### src/rtl/traffic_sensor_frontend_pkg.sv
// Shared constants and types for the traffic sensor front end.
// Road indices, density codes, emergency FSM states, defaults.
package traffic_sensor_frontend_pkg;

  localparam logic [1:0] ROAD_A = 2'd0;
  localparam logic [1:0] ROAD_B = 2'd1;
  localparam logic [1:0] ROAD_C = 2'd2;
  localparam logic [1:0] ROAD_D = 2'd3;

  localparam logic [1:0] DENS_NONE = 2'd0;
  localparam logic [1:0] DENS_LOW  = 2'd1;
  localparam logic [1:0] DENS_MED  = 2'd2;
  localparam logic [1:0] DENS_HIGH = 2'd3;

  typedef enum logic [1:0] {
    E_IDLE,
    E_LOCK,
    E_HOLD
  } emg_state_e;

  localparam int DEF_DEBOUNCE = 4;
  localparam int DEF_WINDOW   = 200;
  localparam int DEF_TH1      = 2;
  localparam int DEF_TH2      = 5;
  localparam int DEF_TH3      = 9;
  localparam int DEF_PRES     = 20;
  localparam int DEF_EMG      = 50;

  // Fixed priority: road A wins over B, B over C, C over D.
  function automatic logic [1:0] lowest_road(
    input logic [3:0] s
  );
    logic [1:0] r;
    r = ROAD_A;
    if (s[0])      r = ROAD_A;
    else if (s[1]) r = ROAD_B;
    else if (s[2]) r = ROAD_C;
    else if (s[3]) r = ROAD_D;
    return r;
  endfunction

  // Map an arrival count onto the 2-bit density scale.
  function automatic logic [1:0] density_code(
    input logic [7:0] c,
    input int         th1,
    input int         th2,
    input int         th3
  );
    int cv;
    logic [1:0] d;
    cv = int'(c);
    if (cv >= th3)      d = DENS_HIGH;
    else if (cv >= th2) d = DENS_MED;
    else if (cv >= th1) d = DENS_LOW;
    else                d = DENS_NONE;
    return d;
  endfunction

endpackage

### src/rtl/traffic_sensor_frontend_filter.sv
// Two-flop synchroniser plus run-length debounce for one raw line.
// rise/fall flag the cycle whose closing edge flips the level.
module input_debounce_filter
  import traffic_sensor_frontend_pkg::*;
#(
  parameter int DEBOUNCE_CYCLES = DEF_DEBOUNCE
) (
  input  logic clk,
  input  logic rst,
  input  logic raw_in,
  output logic level,
  output logic rise,
  output logic fall
);

  localparam int RW = $clog2(DEBOUNCE_CYCLES + 1);

  logic          sync1_q;
  logic          sync2_q;
  logic          level_q;
  logic          level_d;
  logic [RW-1:0] run_q;
  logic [RW-1:0] run_d;
  logic          flip;

  // Count consecutive disagreeing samples; flip on the last one.
  always_comb begin
    run_d   = '0;
    level_d = level_q;
    flip    = 1'b0;
    if (sync2_q != level_q) begin
      if (run_q == RW'(DEBOUNCE_CYCLES - 1)) begin
        flip    = 1'b1;
        level_d = ~level_q;
      end else begin
        run_d = run_q + 1'b1;
      end
    end
  end

  // Synchroniser, run counter and filtered level registers.
  always_ff @(posedge clk) begin
    if (rst) begin
      sync1_q <= 1'b0;
      sync2_q <= 1'b0;
      level_q <= 1'b0;
      run_q   <= '0;
    end else begin
      sync1_q <= raw_in;
      sync2_q <= sync1_q;
      level_q <= level_d;
      run_q   <= run_d;
    end
  end

  assign level = level_q;
  assign rise  = flip & ~level_q;
  assign fall  = flip & level_q;

endmodule

### src/rtl/traffic_sensor_frontend.sv
// Per-road density/presence and siren arbitration front end.
// Eight filtered lines feed window counters and a lock-and-hold FSM.
module traffic_sensor_frontend
  import traffic_sensor_frontend_pkg::*;
#(
  parameter int DEBOUNCE_CYCLES = DEF_DEBOUNCE,
  parameter int WINDOW_CYCLES   = DEF_WINDOW,
  parameter int TH1             = DEF_TH1,
  parameter int TH2             = DEF_TH2,
  parameter int TH3             = DEF_TH3,
  parameter int PRESENCE_HOLD   = DEF_PRES,
  parameter int EMG_HOLD        = DEF_EMG
) (
  input  logic       clk,
  input  logic       rst,
  input  logic       loop_a,
  input  logic       loop_b,
  input  logic       loop_c,
  input  logic       loop_d,
  input  logic       siren_a,
  input  logic       siren_b,
  input  logic       siren_c,
  input  logic       siren_d,
  output logic [1:0] TA,
  output logic [1:0] TB,
  output logic [1:0] TC,
  output logic [1:0] TD,
  output logic       VA,
  output logic       VB,
  output logic       VC,
  output logic       VD,
  output logic       emg_mode,
  output logic [1:0] ER,
  output logic       window_tick
);

  localparam int WW = (WINDOW_CYCLES > 1) ?
                      $clog2(WINDOW_CYCLES) : 1;
  localparam int PW = $clog2(PRESENCE_HOLD + 1);
  localparam int EW = $clog2(EMG_HOLD + 1);

  logic [3:0] loop_raw;
  logic [3:0] sir_raw;
  logic [3:0] loop_lvl;
  logic [3:0] loop_rise;
  logic [3:0] loop_fall;
  logic [3:0] sir_lvl;
  logic [3:0] sir_rise;
  logic [3:0] sir_fall;

  assign loop_raw = {loop_d, loop_c, loop_b, loop_a};
  assign sir_raw  = {siren_d, siren_c, siren_b, siren_a};

  for (genvar i = 0; i < 4; i++) begin : g_loop
    input_debounce_filter #(
      .DEBOUNCE_CYCLES(DEBOUNCE_CYCLES)
    ) u_loop (
      .clk   (clk),
      .rst   (rst),
      .raw_in(loop_raw[i]),
      .level (loop_lvl[i]),
      .rise  (loop_rise[i]),
      .fall  (loop_fall[i])
    );
  end

  for (genvar i = 0; i < 4; i++) begin : g_siren
    input_debounce_filter #(
      .DEBOUNCE_CYCLES(DEBOUNCE_CYCLES)
    ) u_siren (
      .clk   (clk),
      .rst   (rst),
      .raw_in(sir_raw[i]),
      .level (sir_lvl[i]),
      .rise  (sir_rise[i]),
      .fall  (sir_fall[i])
    );
  end

  logic [WW-1:0] win_q;
  logic [WW-1:0] win_d;
  logic          tick;

  assign tick = (win_q == WW'(WINDOW_CYCLES - 1));

  // Free-running window counter; wraps after the tick cycle.
  always_comb begin
    win_d = win_q + 1'b1;
    if (tick) win_d = '0;
  end

  logic [7:0]    cnt_q  [4];
  logic [7:0]    cnt_d  [4];
  logic [1:0]    dens_q [4];
  logic [1:0]    dens_d [4];
  logic [PW-1:0] hold_q [4];
  logic [PW-1:0] hold_d [4];

  // Per-road arrival count, density latch and presence hold.
  always_comb begin
    for (int i = 0; i < 4; i++) begin
      cnt_d[i]  = cnt_q[i];
      dens_d[i] = dens_q[i];
      hold_d[i] = hold_q[i];
      if (tick) begin
        dens_d[i] = density_code(cnt_q[i], TH1, TH2, TH3);
        cnt_d[i]  = {7'd0, loop_rise[i]};
      end else if (loop_rise[i] && cnt_q[i] != 8'hFF) begin
        cnt_d[i] = cnt_q[i] + 8'd1;
      end
      if (loop_rise[i]) begin
        hold_d[i] = '0;
      end else if (loop_fall[i]) begin
        hold_d[i] = PW'(PRESENCE_HOLD);
      end else if (hold_q[i] != '0) begin
        hold_d[i] = hold_q[i] - 1'b1;
      end
    end
  end

  emg_state_e    state_q;
  emg_state_e    state_d;
  logic          emg_q;
  logic          emg_d;
  logic [1:0]    er_q;
  logic [1:0]    er_d;
  logic [EW-1:0] ehold_q;
  logic [EW-1:0] ehold_d;

  // Emergency arbitration: lock lowest road, hold after release.
  always_comb begin
    state_d = state_q;
    emg_d   = emg_q;
    er_d    = er_q;
    ehold_d = ehold_q;
    unique case (state_q)
      E_IDLE: begin
        emg_d = 1'b0;
        if (|sir_lvl) begin
          state_d = E_LOCK;
          er_d    = lowest_road(sir_lvl);
          emg_d   = 1'b1;
        end
      end
      E_LOCK: begin
        if (sir_fall[er_q]) begin
          state_d = E_HOLD;
          ehold_d = EW'(EMG_HOLD);
        end
      end
      E_HOLD: begin
        if (sir_rise[er_q]) begin
          state_d = E_LOCK;
        end else if (ehold_q == '0) begin
          if (|sir_lvl) begin
            state_d = E_LOCK;
            er_d    = lowest_road(sir_lvl);
          end else begin
            state_d = E_IDLE;
            emg_d   = 1'b0;
          end
        end else begin
          ehold_d = ehold_q - 1'b1;
        end
      end
      default: begin
        state_d = E_IDLE;
        emg_d   = 1'b0;
      end
    endcase
  end

  // All block state registers with synchronous reset.
  always_ff @(posedge clk) begin
    if (rst) begin
      win_q   <= '0;
      state_q <= E_IDLE;
      emg_q   <= 1'b0;
      er_q    <= 2'd0;
      ehold_q <= '0;
      for (int i = 0; i < 4; i++) begin
        cnt_q[i]  <= 8'd0;
        dens_q[i] <= DENS_NONE;
        hold_q[i] <= '0;
      end
    end else begin
      win_q   <= win_d;
      state_q <= state_d;
      emg_q   <= emg_d;
      er_q    <= er_d;
      ehold_q <= ehold_d;
      for (int i = 0; i < 4; i++) begin
        cnt_q[i]  <= cnt_d[i];
        dens_q[i] <= dens_d[i];
        hold_q[i] <= hold_d[i];
      end
    end
  end

  assign TA = dens_q[0];
  assign TB = dens_q[1];
  assign TC = dens_q[2];
  assign TD = dens_q[3];

  assign VA = loop_lvl[0] | (hold_q[0] != '0);
  assign VB = loop_lvl[1] | (hold_q[1] != '0);
  assign VC = loop_lvl[2] | (hold_q[2] != '0);
  assign VD = loop_lvl[3] | (hold_q[3] != '0);

  assign emg_mode    = emg_q;
  assign ER          = er_q;
  assign window_tick = tick;

endmodule

### config.mk
export PLATFORM = sky130hd
export DESIGN_NAME = traffic_sensor_frontend
export DESIGN_NICKNAME = d
export VERILOG_FILES = /design/src/rtl/traffic_sensor_frontend_pkg.sv /design/src/rtl/traffic_sensor_frontend_filter.sv /design/src/rtl/traffic_sensor_frontend.sv
export SDC_FILE = /design/constraint.sdc
export NUM_CORES = 1
export LEC_CHECK = 0
export CELL_PAD_IN_SITES_DETAIL_PLACEMENT = 2
export CELL_PAD_IN_SITES_GLOBAL_PLACEMENT = 2
export CORE_MARGIN = 10
export CORE_UTILIZATION = 25
export DETAILED_ROUTE_END_ITERATION = 10
export GPL_TIMING_DRIVEN = 0
export PLACE_DENSITY = 0.62
export REMOVE_ABC_BUFFERS = 1
export SYNTH_ARGS = -nofsm -noshare
export SYNTH_HDL_FRONTEND = slang
export SYNTH_HIERARCHICAL = 1
export SYNTH_SLANG_ARGS = --single-unit
export TNS_END_PERCENT = 1
### constraint.sdc
create_clock -name clk -period 5.6 [get_ports clk]
set_input_delay 0.56 -clock clk [delete_from_list [all_inputs] [get_ports clk]]
set_output_delay 0.56 -clock clk [all_outputs]
set_load 0.01 [all_outputs]
==> impl_metrics.csv, run 1 <==
group,metric,value,unit
outcome,outcome,"finished clean",
clocking,post_cts_buffers,0,
yosys,synth-xor-area-share,5.50,%
clocking,clkTransAtPathRegs,0.07,ns
cells_and_area,final_util,30.7,%
placed_design,place_inst,966,
yosys,synth_edf_count,0,
critical_path,rr_startpoint,"g_siren[3].u_siren/run_q[0]$_SDFF_PP0_",
global_route,grt.total_usage,10.4,%
yosys,synthArstFlopShare,0,%
yosys,synthSimpleGateAreaFrac,25.8,%
critical_path,worstRegToRegCells,8,
critical_path,required,5.04,ns
global_route,antenna_found_initial,0,
yosys,yosysWarnings,6,
global_route,grt_pass1_wl,26200,um
timing,timing.fmax,0.276,GHz
critical_path,crit_fanout,15,
critical_path,worstReg2RegEnd,"ehold_q[1]$_SDFFE_PP0P_",
critical_path,path_class,"reg -> out",
placed_design,dp_hpwl,10500,um
cells_and_area,nets,715,
yosys,synth.distinct_cells,49,
yosys,synth.area.mux_share,2.06,%
detailed_routing,ant_nets,0,
power_and_ir_drop,power_frac_clock,48.3,%
clocking,cts_buffers,17,
timing,relSlewSlack,20.9,%
die,die_area,30100,sq um
die,fp.coreArea,23300,sq um
critical_path,critPathLaunch,"win_q[0]$_SDFF_PP0_",
cells_and_area,final_layout_size_suffix_gt1_share,9.13,%
yosys,synth_area_leaders,"dfxtp_1 43%, ha_1 8.3%, nor2_1 4.3%",
yosys,ys_seq_area_share,43.1,%
cells_and_area,diodes,0,
placed_design,port_buffers,25,
detailed_routing,drc_errors,0,
power_and_ir_drop,switching_share,26.0,%
clocking,cts_tree,"done",
timing,drv_slew,0,
power_and_ir_drop,cellInternalPower,1.94,mW
timing,rsz0062_at_grt,"false",
hold_path,min_path_type,"reg -> reg",
clocking,cts_hold_buf,0,
timing,finalHoldViolCount,0,
clocking,insertion_delay,0.42,ns
yosys,yosysTopAreaCell,"dfxtp_1",
detailed_routing,vias,4747,
global_route,grt_pass1_vias,5311,
die,rows,56,
global_route,grt.overflow.total,0,
detailed_routing,wl_met1,6710,um
power_and_ir_drop,seq_power_share,37.9,%
critical_path,critical_path.endpoint,"window_tick",
power_and_ir_drop,p_comb_share,13.8,%
cells_and_area,stdcell_count,998,
detailed_routing,met3WireLength,407,um
power_and_ir_drop,p_per_area,365,nW/um^2
job,drv_cap,0,
timing,finalSetupTns,0,ns
yosys,synth_flop_cell,"dfxtp_1",
yosys,synth-compound-area-share,11.5,%
cells_and_area,area_growth,21.6,%
critical_path,r2r_slack,2.92,ns
yosys,synth_top_family_by_area,"simple AND/OR/NAND/NOR gates",
yosys,synthAdderAreaFrac,8.27,%
power_and_ir_drop,p_sw,0.681,mW
critical_path,crit_path_start_kind,"flop",
placed_design,place_congestion,0.752,
critical_path,worstSetupEndpointType,"output pin",
detailed_routing,avgRoutedWirePerCell,15.2,um
power_and_ir_drop,p_leak,2.57,nW
clocking,post_cts_resized,0,
detailed_routing,drt_iter0_markers,178,
detailed_routing,wl_met2,7910,um
die,initial_utilization,25.3,%
timing,layout_min_cycle_time,3.62,ns
clocking,clockBufferDepth,2,
timing,fin_skew,0.00988,ns
yosys,synth-seq-cells,127,
global_route,grt_max_degree,77,
detailed_routing,top_layer,"met4",
power_and_ir_drop,peakVddDrop,189,uV
clocking,clock_sinks,127,
die,fp.dieH,174,um
timing,finalSetupViolations,0,
yosys,synth_cells,641,
detailed_routing,vias_per_cell,4.76,
yosys,synth_top_area_share,43.1,%
yosys,synth_area,5900,sq um
detailed_routing,drt_wl_total,15100,um
detailed_routing,dr.pass1.iters,4,
yosys,syn_avg_cell_area,9.20,sq um
clocking,h-tree-depth,4,
die,ioPinCount,26,
clocking,cts-root-buf,"clkbuf_16",
critical_path,arrival,3.06,ns
power_and_ir_drop,total_power,2.62,mW
die,die_w,174,um
timing,worst_slew_pin_slew,1.17,ns
timing,period_share,64.6,%
stage by stage:
step           hold slack, ns  instance area (sq um)  setup slack, ns
2_1_floorplan           0.404                   5820             3.09
3_3_place_gp            0.414                   6470            0.318
3_5_place_dp            0.427                   6500             2.35
4_1_cts                 0.437                   7160             1.90
5_1_grt                 0.454                   7170             1.73
6_report                0.435                   7170             1.98
power groups by stage:
| stage | sequential [mW] | combinational (mW) | clock (mW) |
|---|---|---|---|
| 2_1_floorplan | 1.00 | 0.251 | 0 |
| 3_3_place_gp | 1.01 | 0.339 | 0 |
| 3_5_place_dp | 1.01 | 0.371 | 0 |
| 4_1_cts | 0.993 | 0.376 | 1.30 |
| 5_1_grt | 1.00 | 0.418 | 1.34 |
| 6_report | 0.993 | 0.363 | 1.26 |
sequential cells by signal (all words and copies together) (netlist names):
register / cells
cnt_q: 32
ehold_q: 6
g_siren.u_siren/sync1_q: 4
ER: 2
g_loop.u_loop/sync1_q: 4
g_loop.u_loop/level: 4
state_q: 2
g_siren.u_siren/level: 4
g_loop.u_loop/run_q: 12
g_loop.u_loop/sync2_q: 4
emg_mode: 1
win_q: 8
hold_q: 20
g_siren.u_siren/sync2_q: 4
dens_q: 8
g_siren.u_siren/run_q: 12
logic make-up after synthesis:
family                   count (synthesis)
AO/OA/AOI/OAI                          102
XOR/XNOR                                37
adder cells (fa/ha/maj)                 39
buffers and inverters                   59
flip-flops                             127
multiplexers                             9
AND/OR/NAND/NOR                        268
routing by layer:
metal  vias up  track usage (%)
met3         5             3.05
li1       2338                -
met5         -                0
met2        34             18.9
met4         0             2.92
met1      2370             11.5
cell usage after synthesis (3+ instances only):
| cell type | n |
|---|---|
| dfxtp_1 | 127 |
| a21oi_1 | 39 |
| nor2b_1 | 23 |
| nor4b_1 | 5 |
| and3b_2 | 8 |
| inv_1 | 39 |
| o31ai_1 | 7 |
| nand2_1 | 22 |
| o211ai_1 | 5 |
| and4_1 | 4 |
| xor2_1 | 10 |
| or3_1 | 16 |
| nor2_1 | 68 |
| nor4_1 | 23 |
| clkbuf_1 | 18 |
| nor4b_2 | 8 |
| o2111ai_1 | 4 |
| and2_1 | 4 |
| nand4_1 | 9 |
| o21ai_0 | 13 |
| nor3_1 | 33 |
| mux2i_1 | 5 |
| ha_1 | 39 |
| a311oi_1 | 12 |
| nand2b_1 | 18 |
| a211oi_1 | 3 |
| and3_1 | 5 |
| nand3_1 | 15 |
| xnor2_1 | 27 |
| o31a_1 | 6 |
critical path, stage by stage, from the launching register on:
cell and delay [ns]:
dfxtp_1 0.35, ha_1 0.24, nand4_1 0.13, or4_1 0.73, inv_1 0.55, clkdlybuf4s50_1 0.65
cell usage in the layout, fill, tap and decap left out, types with 22 or more instances in the layout:
master | Yosys | final
dfxtp_1 | 127 | 127
inv_1 | 39 | 39
nand2_1 | 22 | 22
nor2_1 | 68 | 68
ha_1 | 39 | 39
nor2b_1 | 23 | 23
nor3_1 | 33 | 33
xnor2_1 | 27 | 27
clkdlybuf4s50_1 | 0 | 24
a21oi_1 | 39 | 39
nor4_1 | 23 | 23
worst min path at each step:
stage	depth (start not counted)	to	slack, ns	start
6_report	1	g_loop[2].u_loop/run_q[0]$_SDFF_PP0_	0.43	g_loop[2].u_loop/run_q[0]$_SDFF_PP0_
5_1_grt	1	g_loop[2].u_loop/run_q[0]$_SDFF_PP0_	0.45	g_loop[2].u_loop/run_q[0]$_SDFF_PP0_
3_3_place_gp	1	g_siren[0].u_siren/run_q[0]$_SDFF_PP0_	0.41	g_siren[0].u_siren/run_q[0]$_SDFF_PP0_
4_1_cts	1	g_siren[2].u_siren/run_q[0]$_SDFF_PP0_	0.44	g_siren[2].u_siren/run_q[0]$_SDFF_PP0_
2_1_floorplan	1	g_loop[0].u_loop/run_q[0]$_SDFF_PP0_	0.40	g_loop[0].u_loop/run_q[0]$_SDFF_PP0_
3_5_place_dp	1	g_loop[2].u_loop/run_q[0]$_SDFF_PP0_	0.43	g_loop[2].u_loop/run_q[0]$_SDFF_PP0_
final cells by class:
type | count | area (sq um)
Fill cell | 2566 | 16200
Multi-Input combinational cell | 455 | 3140
Sequential cell | 127 | 2540
Clock buffer | 18 | 439
Tap cell | 319 | 399
Timing Repair Buffer | 26 | 275
Clock inverter | 14 | 228
Inverter | 39 | 146
Power figures use the tool's default switching activity.
==> run 2: changes to the inputs <==
==> constraint.sdc (replaced) <==
create_clock -name clk -period 3.7 [get_ports clk]
set_input_delay 0.37 -clock clk [delete_from_list [all_inputs] [get_ports clk]]
set_output_delay 0.37 -clock clk [all_outputs]
set_load 0.01 [all_outputs]
==> results of run 2 <==
Same layout as run 1 (identical final DEF). Status: finished clean.
Among the figures that moved: setup slack after placement 2.35 ns -> 0.528 ns; clock-pin slew on the worst setup and hold paths 0.07 ns -> 0.06 ns; setup slack after layout 1.98 ns -> 0.270 ns; hold slack 0.435 ns -> 0.310 ns; register-to-register setup slack 2.92 ns -> 1.02 ns; end point of the worst hold path g_loop[2].u_loop/run_q[0]$_SDFF_PP0_ -> dens_q[1][1]$_SDFFE_PP0P_; total power 2.62 mW -> 3.96 mW; worst IR drop on VDD 189 uV -> 285 uV
